[src/rtl/riscv_fetch_unit.sv]
`default_nettype none
// ============================================================================
//  Module   : riscv_fetch_unit
//  Purpose  : Instruction fetch stage. Issues sequential word fetches to
//             instruction memory, buffers the returned instructions together
//             with their PCs in a small prefetch FIFO, and hands them to
//             decode. A redirect flushes the FIFO and restarts fetch at a
//             new PC. Responses still in flight at that point are discarded
//             as they return.
//  Revision : 1.0  initial release
// ----------------------------------------------------------------------------
//  Ports
//    clk            in   core clock, rising edge
//    areset         in   asynchronous reset, active low
//    imem_req_*     out/in  request channel (valid/ready, word address)
//    imem_rsp_*     in   in-order response channel (valid, data)
//    redirect_*     in   flush and restart fetch at redirect_pc
//    inst_*         out/in  FIFO head toward decode (valid/ready, data, pc)
//    fetch_idle     out  nothing outstanding, FIFO empty, out of boot
// ============================================================================
module riscv_fetch_unit #(
  parameter logic [31:0] RESET_PC   = 32'h0000_0000,
  parameter int          FIFO_DEPTH = 4,
  parameter int          CNT_W      = 3
) (
  input  logic        clk,
  input  logic        areset,
  output logic        imem_req_valid,
  input  logic        imem_req_ready,
  output logic [31:0] imem_req_addr,
  input  logic        imem_rsp_valid,
  input  logic [31:0] imem_rsp_data,
  input  logic        redirect_valid,
  input  logic [31:0] redirect_pc,
  output logic        inst_valid,
  input  logic        inst_ready,
  output logic [31:0] inst_data,
  output logic [31:0] inst_pc,
  output logic        fetch_idle
);

  localparam int             c_PTR_W = $clog2(FIFO_DEPTH);
  localparam logic [CNT_W:0] c_DEPTH = (CNT_W+1)'(FIFO_DEPTH);

  typedef enum logic [1:0] {
    ST_BOOT  = 2'd0,
    ST_RUN   = 2'd1,
    ST_DRAIN = 2'd2
  } state_t;

  state_t             r_state;
  logic [31:0]        r_fetch_pc;
  logic [31:0]        r_rsp_pc;       // PC of the oldest outstanding live request
  logic [CNT_W-1:0]   r_outstanding;  // all requests awaiting a response
  logic [CNT_W-1:0]   r_drop_cnt;     // how many of those are stale
  logic [CNT_W-1:0]   r_count;
  logic [c_PTR_W-1:0] r_wr_ptr;
  logic [c_PTR_W-1:0] r_rd_ptr;
  logic [31:0]        r_fifo_data [FIFO_DEPTH];
  logic [31:0]        r_fifo_pc   [FIFO_DEPTH];

  logic               w_credit;
  logic               w_req_fire;
  logic               w_drop;
  logic               w_push;
  logic               w_pop;
  logic [31:0]        w_redirect_pc;
  logic [CNT_W-1:0]   w_outst_next;
  logic [CNT_W-1:0]   w_drop_next;

  assign w_redirect_pc = {redirect_pc[31:2], 2'b00};

  // Buffered plus in-flight never exceeds the FIFO depth, so every response
  // that returns is guaranteed a free slot.
  assign w_credit       = ({1'b0, r_count} + {1'b0, r_outstanding}) < c_DEPTH;
  assign imem_req_valid = (r_state != ST_BOOT) && w_credit && !redirect_valid;
  assign imem_req_addr  = r_fetch_pc;
  assign w_req_fire     = imem_req_valid && imem_req_ready;

  assign w_drop = imem_rsp_valid && (r_drop_cnt != '0);
  assign w_push = imem_rsp_valid && !w_drop && !redirect_valid;
  assign w_pop  = inst_valid && inst_ready && !redirect_valid;

  always_comb begin
    w_outst_next = r_outstanding;
    if (w_req_fire) begin
      w_outst_next = w_outst_next + CNT_W'(1);
    end
    if (imem_rsp_valid) begin
      w_outst_next = w_outst_next - CNT_W'(1);
    end
  end

  // After a redirect every request still in flight is stale, so the drop
  // count becomes the full post-cycle outstanding count. This equals the old
  // drop count plus the live requests, and a response arriving in the
  // redirect cycle is already excluded (and itself never pushed).
  always_comb begin
    w_drop_next = r_drop_cnt;
    if (redirect_valid) begin
      w_drop_next = w_outst_next;
    end else if (w_drop) begin
      w_drop_next = r_drop_cnt - CNT_W'(1);
    end
  end

  always_ff @(posedge clk or negedge areset) begin
    if (!areset) begin
      r_state       <= ST_BOOT;
      r_fetch_pc    <= RESET_PC;
      r_rsp_pc      <= RESET_PC;
      r_outstanding <= '0;
      r_drop_cnt    <= '0;
      r_count       <= '0;
      r_wr_ptr      <= '0;
      r_rd_ptr      <= '0;
    end else begin
      r_outstanding <= w_outst_next;
      r_drop_cnt    <= w_drop_next;

      if (r_state == ST_BOOT) begin
        r_state <= ST_RUN;
      end else if (w_drop_next != '0) begin
        r_state <= ST_DRAIN;
      end else begin
        r_state <= ST_RUN;
      end

      if (redirect_valid) begin
        r_fetch_pc <= w_redirect_pc;
        r_rsp_pc   <= w_redirect_pc;
        r_count    <= '0;
        r_wr_ptr   <= '0;
        r_rd_ptr   <= '0;
      end else begin
        if (w_req_fire) begin
          r_fetch_pc <= r_fetch_pc + 32'd4;
        end
        if (w_push) begin
          r_rsp_pc <= r_rsp_pc + 32'd4;
          r_wr_ptr <= r_wr_ptr + c_PTR_W'(1);
        end
        if (w_pop) begin
          r_rd_ptr <= r_rd_ptr + c_PTR_W'(1);
        end
        case ({w_push, w_pop})
          2'b10:   r_count <= r_count + CNT_W'(1);
          2'b01:   r_count <= r_count - CNT_W'(1);
          default: r_count <= r_count;
        endcase
      end
    end
  end

  // Storage needs no reset: the head is only visible while the FIFO holds data.
  always_ff @(posedge clk) begin
    if (w_push) begin
      r_fifo_data[r_wr_ptr] <= imem_rsp_data;
      r_fifo_pc[r_wr_ptr]   <= r_rsp_pc;
    end
  end

  assign inst_valid = (r_count != '0);
  assign inst_data  = inst_valid ? r_fifo_data[r_rd_ptr] : 32'd0;
  assign inst_pc    = inst_valid ? r_fifo_pc[r_rd_ptr]   : 32'd0;
  assign fetch_idle = (r_state != ST_BOOT) && (r_outstanding == '0) && (r_count == '0);

endmodule
`default_nettype wire
[config.mk]
export PLATFORM = sky130hd
export DESIGN_NAME = riscv_fetch_unit
export DESIGN_NICKNAME = d
export VERILOG_FILES = /design/src/rtl/riscv_fetch_unit.sv
export SDC_FILE = /design/constraint.sdc
export NUM_CORES = 1
export LEC_CHECK = 0
export CAP_MARGIN = 20
export CORE_ASPECT_RATIO = 0.8
export CORE_MARGIN = 2
export CORE_UTILIZATION = 30
export DETAILED_ROUTE_END_ITERATION = 12
export HOLD_SLACK_MARGIN = 0.03
export PLACE_DENSITY = 0.46
export SYNTH_ARGS = -nofsm -noshare
export SYNTH_HDL_FRONTEND = slang
export SYNTH_SLANG_ARGS = --single-unit
[constraint.sdc]
create_clock -name clk -period 8.05 [get_ports clk]
set_input_delay 0.805 -clock clk [delete_from_list [all_inputs] [get_ports clk]]
set_output_delay 0.805 -clock clk [all_outputs]
set_load 0.1 [all_outputs]
Yosys cells after proc, flatten, opt, wreduce, memory -nomap -nowiden
Memory sizes are Yosys's and may differ from the RTL's.
Cells that the tools add are included.
- bits in writable memories: 256
- input port bits: 70
- logic and storage cells: 66
- flip-flop bits (word level): 79
- memories kept: 2
- output and inout port bits: 99
- multiplexer cells: 20
- reduce and logical (&&, ||, !) cells: 23
- equal/unequal tests: 2
- order comparisons: 1
- add/subtract/negate cells: 10
- memories (memory ; depth ; bits a word ; rd ports ; clocked after memory_dff ; write ports ; line ; RTL):
    r_fifo_data ; 4 ; 32 ; 1 ; 0 ; 1 ; 59 ; logic [31:0] r_fifo_data [FIFO_DEPTH];
    r_fifo_pc ; 4 ; 32 ; 1 ; 0 ; 1 ; 60 ; logic [31:0] r_fifo_pc [FIFO_DEPTH];
- operator list (kind ; number):
    2-to-1 mux 32 bit ; 6
    adder 32 x 3 -> 32 bit, second input constant ; 2
    2-to-1 mux 3 bit ; 5
    2-to-1 mux 2 bit ; 6
    nonzero test 3 bit ; 4
    logical AND 1 bit ; 10
    subtractor 3 x 1 -> 3 bit, second input constant ; 3
    nonzero test 2 bit ; 4
    adder 3 x 1 -> 3 bit, second input constant ; 2
    logical NOT 3 bit ; 2
    one-hot mux 3 bit (2 select lines) ; 1
    adder 2 x 1 -> 2 bit, second input constant ; 2
    adder 3 x 3 -> 4 bit ; 1
    less-than comparator 4 x 3 -> 1 bit, second input constant ; 1
    == test 2 x 1 -> 1 bit, second input constant ; 1
    == test 2 bit, second input constant ; 1
    logical NOT 1 bit ; 2
    logical NOT 2 bit ; 1
    2-to-1 mux 1 bit ; 2

Longest topological paths before layout
Gate-level depths: netlist (run 1).
- word-level depth: 12
- depth in mapped cells: 12
- mapped depth without buffers: 11

Worst setup path before layout (run 1)
Ideal clock, no wire load.
- kind: input to register
- start point: input redirect_valid
- end point: memory r_fifo_data[0][0] (enable)
- buffers on the path: 3
- library setup time: 571 ps
- data required time: 7479 ps
- data arrival time: 5991 ps
- path slack: 1488 ps
- stages: 4
- path through: clkbuf_1 -> clkbuf_1 -> buf_1 -> nor3b_1
- longest elaborated chain between the ends: 4
- RTL lines (item ; line ; RTL):
    from (decl) ; 33 ; input logic redirect_valid,
    logical NOT 1 bit ; 81 ; assign w_push = imem_rsp_valid && !w_drop && !redirect_valid;
    logical AND 1 bit ; 81 ;
    2-to-1 mux 1 bit ; 157 ; if (w_push) begin
    2-to-1 mux 1 bit (not written as such) ; 158 ; r_fifo_data[r_wr_ptr] <= imem_rsp_data;
    to (decl) ; 59 ;
No other way between the ends.

Worst setup path after layout (run 1)
- start point: register r_rd_ptr[0]
- end point: output inst_pc[2]
- longest elaborated chain between the ends: 2
- RTL lines (item ; line ; RTL):
    from (decl) ; 58 ; logic [c_PTR_W-1:0] r_rd_ptr;
    from (signal assigned) ; 144 ; r_rd_ptr <= r_rd_ptr + c_PTR_W'(1);
    memory read (4 x 32 bit) ; -- ;
    2-to-1 mux 32 bit ; 165 ; assign inst_pc = inst_valid ? r_fifo_pc[r_rd_ptr] : 32'd0;
    to (decl) ; 38 ; output logic [31:0] inst_pc,
No other way between the ends.

==> results by group, run 1 <==
Status
  – Run status: complete, no violations

Power
  – Total power: 6.56 mW
  – Sw Share: 45.1%
  – Clock power share: 22.9%
  – PwrDens: 385 nW/um2
  – Reg power frac: 32.0%
  – VDD IR max: 0.219 mV
  – Leakage Power: 5.66 nW
  – Sw power: 2.96 mW
  – Combinational Power Share: 45.1%
  – Int Pwr: 3.60 mW

Place
  – Setup slack at placement: 3.72 ns
  – Post-DP HPWL: 20.1 mm
  – Cell area after placement: 16000 um2
  – Routability cong.: 0.755
  – IO buf count: 162

CTS
  – H-tree level count: 2
  – CTS root buffer: clkbuf_16
  – # resized after CTS: 0
  – TritonCTS Buffers: 36
  – Clock Latency Late Sink: 0.52 ns
  – CTS tree: yes
  – CTS clk-pin slew, worst paths: 0.06 ns
  – CTS Sinks: 323
  – Setup repair bufs after CTS: 0
  – Clk buf depth: 3
  – Hold buffers post-CTS: 0

Synthesis
  – Share of the synthesized area in the top cell type: 54.4%
  – Main synth FF type: edfxtp_1
  – Mapped Cells: 877
  – Post-synth EDFFs: 248
  – Register area share after synthesis: 68.2%
  – Avg Cell Area, Syn: 15.6 um2
  – Distinct cell type count after synthesis: 50
  – Seq cells post-synth: 323
  – Synth async-reset ratio: 23.2%
  – Synthesis warning total: 0
  – Area of the mapped netlist: 13700 um2
  – Synth area leaders: edfxtp_1, dfrtp_1, mux4_2
  – Synth area leader: edfxtp_1

Routing
  – Vias post-DR: 7996
  – Drt first pass iters: 5
  – DR WL/cell: 19.7 um
  – DRT antenna net count: 0
  – Residual DRC: 0
  – Mean number of vias per cell: 4.79
  – WL final: 32.9 mm
  – Initial drt markers: 544

Worst setup path
  – FF-to-FF setup slack: 4.82 ns
  – WS Path Type: flip-flop to primary output
  – Crit path DAT: 3.94 ns
  – Crit path capture type: primary output
  – R2R Path Start: r_outstanding[2]
  – Reg2Reg Depth: 11
  – CP required: 7.24 ns
  – Critical register-to-register path endpoint: r_state[0]
  – CP max FO: 37
  – Startpoint types: flip-flop
  – Critical path startpoint: r_rd_ptr[0]

Cells and area
  – Most frequent cells in the layout: edfxtp_1, clkdlybuf4s50_1, dfrtp_1
  – Commonest non-fill, non-tap cell in the layout: edfxtp_1
  – Post-route cell area: 17000 um2
  – Final core occ: 38.1%
  – Share of layout cells above drive strength 1: 13.2%
  – Fillcell total: 4274
  – Antenna cells: 0
  – Syn-to-layout area delta: 24.6%
  – Final nets: 1128

Timing
  – FMAX: 0.211 GHz
  – Final min period: 4.75 ns
  – Slew margin rel.: 25.5%
  – Endpoints failing setup: 0
  – Slack of the critical path: 3.30 ns
  – Worst Tran Pin Value: 1.11 ns
  – Unrepaired setup endpoints after global routing: false
  – Fin. Hold Viols: 0
  – Period utilization: 59.0%
  – Fin. max-slew vios: 0
  – Skew final: 0.0186 ns
  – TNS Setup: 0 ns

Global route
  – GRT met2 Usage: 21.0%
  – Met1 Usage GRT: 20.1%
  – First-pass GRT wire length: 50.8 mm
  – Met3 Track Usage GR: 3.12%
  – Vias in the first global route: 8335
  – Total GRT Usage: 13.8%
  – Pin count of the biggest net entering global routing: 76
  – Antenna violations before repair: 0
  – GRT Max-Usage Layer: met2
  – Overflow after GRT: 0

Floorplanning
  – Core region area: 44700 um2
  – Num ports: 169
  – Die ar.: 47300 um2
  – Initial Util: 30.6%
  – Die Y: 195 um
  – Die Wd: 243 um
  – Row Count: 69

Worst hold path
  – Worst Hold Class: primary input to asynchronous set/reset pin

Run
  – Max_cap viols: 0
-- kinds of logic after synthesis --
group | count (synthesis) | share of synthesized area [%]
xor+xnor | 40 | 2.56
fa+ha+maj | 14 | 1.34
simple gates | 269 | 10.6
compound gates | 95 | 4.43
flops | 323 | 68.2
other cells | 1 | 0.0274
buf+inv | 64 | 1.94
mux | 71 | 10.9
-- critical path: stages (launching register included) --
cell and delay (ns):
dfrtp_4 0.96, buf_4 0.63, mux4_2 0.58, and2_1 0.17, clkdlybuf4s50_1 1.01
-- sequential cells by signal (all words and copies together) (netlist names) --
signal	flops
r_rd_ptr	2
r_rsp_pc	30
r_state	2
r_fifo_data	128
r_count	3
imem_req_addr	30
r_outstanding	3
r_fifo_pc	120
r_drop_cnt	3
r_wr_ptr	2
-- Yosys cell counts (5+ instances only) --
cell type,n
clkbuf_1,38
inv_1,12
xnor2_1,19
a21oi_1,8
xor2_1,21
nand4_1,20
o21ai_1,19
nor2_1,27
and4_1,9
o211ai_1,11
dfrtp_1,75
mux2_2,5
nor3_1,13
o311ai_1,12
or3_1,5
buf_2,8
mux4_2,62
nand3_1,36
nor4_1,11
nand2_1,57
edfxtp_1,248
ha_1,13
and2_1,68
o21ai_0,26
and3_1,12
-- metrics by stage --
step                std cells  hold WS [ns]
floorplan                 880         0.495
global placement         1609         0.511
detailed placement       1609         0.512
CTS                      1671         0.227
global route             1671         0.243
finish                   1671         0.233
-- worst max-delay path by stage --
| stage | end | slack, ns | cells after the start |
|---|---|---|---|
| after detailed placement | inst_pc[30] | 3.72 | 4 |
| after global placement | inst_pc[30] | 3.71 | 4 |
| after global routing | inst_pc[30] | 3.03 | 4 |
| final | inst_pc[2] | 3.30 | 4 |
| after CTS | inst_pc[30] | 3.15 | 4 |
| after floorplan | r_fifo_data[0][0] | 1.49 | 4 |
-- layer usage --
| layer | vias to the layer above | share of wire, % |
|---|---|---|
| li1 | 3709 | - |
| met1 | 4055 | 49 |
| met2 | 188 | 44 |
| met3 | 44 | 5.2 |
| met4 | 0 | 1.9 |
| met5 | - | 0 |
-- power by group through the flow --
stage	clock network [mW]	logic [mW]	registers, mW
6_report	1.50	2.96	2.10
4_1_cts	1.56	3.01	2.11
2_1_floorplan	0	2.15	2.24
3_3_place_gp	0	3.00	2.14
5_1_grt	1.63	3.11	2.13
3_5_place_dp	0	3.00	2.14
-- cell type report --
type	count	area (um2)	share of cell area, %
sequential	323	9330	54.7
multi-input combinational	493	4130	24.2
timing repair buffer	177	1730	10.1
clock buffer	49	971	5.70
tap	603	754	4.43
clock inverter	13	87.6	0.514
inverter	13	48.8	0.286
(Power assumes the default switching activity.)
==> run 2: changes to the inputs <==
clock period = 4.8 ns   (was 8.05 ns; I/O delays follow)
==> run 2 against run 1 <==
- via count increased by 0.48%
- routed wire length decreased by 0.41%
- final area increased by 0.84%
- register-to-register slack got worse by 3.2 ns
- utilization grew 0.32 points
- non-clock buffer count is 4 higher
- count of clock-buffer cells in the layout decreased by 4
==> results by group, run 2 (synthesis results as in run 1) <==
CTS
  – Hold buffers post-CTS: 0 (unchanged)
  – H-tree level count: 2 (unchanged)
  – CTS root buffer: clkbuf_16
  – Setup repair bufs after CTS: 0 (unchanged)
  – Clk buf depth: 3 (unchanged)
  – # resized after CTS: 0 (unchanged)
  – CTS tree: yes
  – CTS Sinks: 323 (unchanged)
  – CTS clk-pin slew, worst paths: 0.06 ns (about the same)
  – TritonCTS Buffers: 36 (unchanged)
  – Clock Latency Late Sink: 0.53 ns (about the same)

Timing
  – Period utilization: 80.1%
  – Final min period: 3.85 ns
  – Endpoints failing setup: 0 (unchanged)
  – Hold_ws: 0.0238 ns (-0.209 ns)
  – Slack of the critical path: 0.953 ns (-2.35 ns)
  – Fin. max-slew vios: 0 (unchanged)
  – Skew final: 0.0203 ns (+0.00167 ns)
  – TNS Setup: 0 ns (unchanged)
  – Worst Tran Pin Value: 1.02 ns (-0.0970 ns)
  – FMAX: 0.260 GHz
  – Fin. Hold Viols: 0 (unchanged)
  – Slew margin rel.: 32.0% (+6.5 points)
  – Unrepaired setup endpoints after global routing: false

Place
  – Setup slack at placement: 1.39 ns (-2.34 ns)
  – Cell area after placement: 16100 um2 (+0.47%)
  – Routability cong.: 0.809 (+7.2%)
  – IO buf count: 162 (unchanged)
  – Post-DP HPWL: 20.7 mm (+3.1%)

Cells and area
  – Fillcell total: 4247 (-0.63%)
  – Antenna cells: 0 (unchanged)
  – Share of layout cells above drive strength 1: 14.7% (+1.5 points)
  – Post-route cell area: 17200 um2 (+0.84%)
  – Most frequent cells in the layout: edfxtp_1, clkdlybuf4s50_1, dfrtp_1
  – Commonest non-fill, non-tap cell in the layout: edfxtp_1
  – Biggest regs: r_fifo_data x128, r_fifo_pc x120
  – Final nets: 1132 (+0.35%)
  – Largest Register: r_fifo_data
  – Max reg flops: 128 (unchanged)
  – Syn-to-layout area delta: 25.6%

Routing
  – Drt first pass iters: 5 (unchanged)
  – DR WL/cell: 19.5 um (-0.76%)
  – DRT antenna net count: 0 (unchanged)
  – Residual DRC: 0 (unchanged)
  – Vias post-DR: 8034 (+0.48%)
  – WL final: 32.8 mm (-0.41%)
  – Initial drt markers: 556 (+2.2%)
  – Mean number of vias per cell: 4.79 (+0.12%)

Power
  – Leakage Power: 5.75 nW (+1.5%)
  – Total power: 11.1 mW (+70%)
  – VDD IR max: 0.367 mV (+68%)
  – PwrDens: 648 nW/um2 (+68%)

Global route
  – Overflow after GRT: 0 (unchanged)
  – First-pass GRT wire length: 50.5 mm (-0.54%)
  – Total GRT Usage: 13.9% (+0.041 points)
  – Antenna violations before repair: 1 (+1)
  – Vias in the first global route: 8274 (-0.73%)
  – Pin count of the biggest net entering global routing: 75 (-1.3%)

Status
  – Run status: complete, no violations

Worst setup path
  – Crit path DAT: 3.37 ns (-0.57 ns)
  – Startpoint types: flip-flop
  – CP required: 4.32 ns (-2.92 ns)
  – Reg2Reg Depth: 11 (unchanged)
  – WS Path Type: flip-flop to primary output
  – R2R Path Start: r_outstanding[2]
  – CP max FO: 28 (-24%)
  – Critical path startpoint: r_rd_ptr[0]
  – Crit path capture type: primary output

Floorplanning
  – Die ar.: 47300 um2 (unchanged)
  – Num ports: 169 (unchanged)
  – Core region area: 44700 um2 (unchanged)
  – Die Wd: 243 um (unchanged)
  – Initial Util: 30.6% (unchanged)
  – Die Y: 195 um (unchanged)
  – Row Count: 69 (unchanged)

Run
  – Max_cap viols: 0 (unchanged)

Worst hold path
  – Worst Hold Class: primary input to asynchronous set/reset pin
run 2: path summary, 6_finish.rpt:
path,endpoint,slack (ns)
worst min register to register,imem_req_addr[31],0.51
worst min-delay path,imem_req_addr[23],0.02
worst max-delay path,inst_data[26],0.95
min in group clk,imem_req_addr[31],0.51
worst max register to register,r_state[0],1.60
max in group asynchronous,r_rd_ptr[0],3.94
run 2: cell type report:
type,instances,area (um2),share of cell area [%]
flip-flops and latches,323,9330,54.3
multi-input cells,493,4130,24.0
repair buffers,181,1800,10.5
clock buffers,45,980,5.70
well taps,603,754,4.39
clock inverters,19,146,0.852
inverters,13,48.8,0.284
run 2: power by group:
| group | internal, mW | switching, mW | total (mW) |
|---|---|---|---|
| logic | 1.38 | 3.63 | 5.01 |
| clock network | 1.55 | 1.07 | 2.63 |
| registers | 3.22 | 0.286 | 3.51 |
| total | 6.16 | 4.99 | 11.1 |
run 2: layer usage:
| metal | up-vias | track usage (%) | wire length [um] |
|---|---|---|---|
| met5 | - | 0 | 0 |
| met4 | 0 | 3.32 | 475 |
| met3 | 35 | 3.01 | 1680 |
| met2 | 205 | 21.1 | 14500 |
| met1 | 4070 | 20.3 | 16100 |
| li1 | 3724 | - | - |
run 2: critical path, cell delays in order, from the launching register on:
cell and delay (ns):
dfrtp_4 0.81, buf_12 0.32, mux4_2 0.53, and2_1 0.20, clkdlybuf4s50_1 0.97
run 2: through the flow:
step	cells	utilization [%]
after detailed placement	1613	35.9
after CTS	1677	38.4
after global placement	1613	35.9
after global routing	1677	38.4
after floorplan	880	-
final	1677	38.4
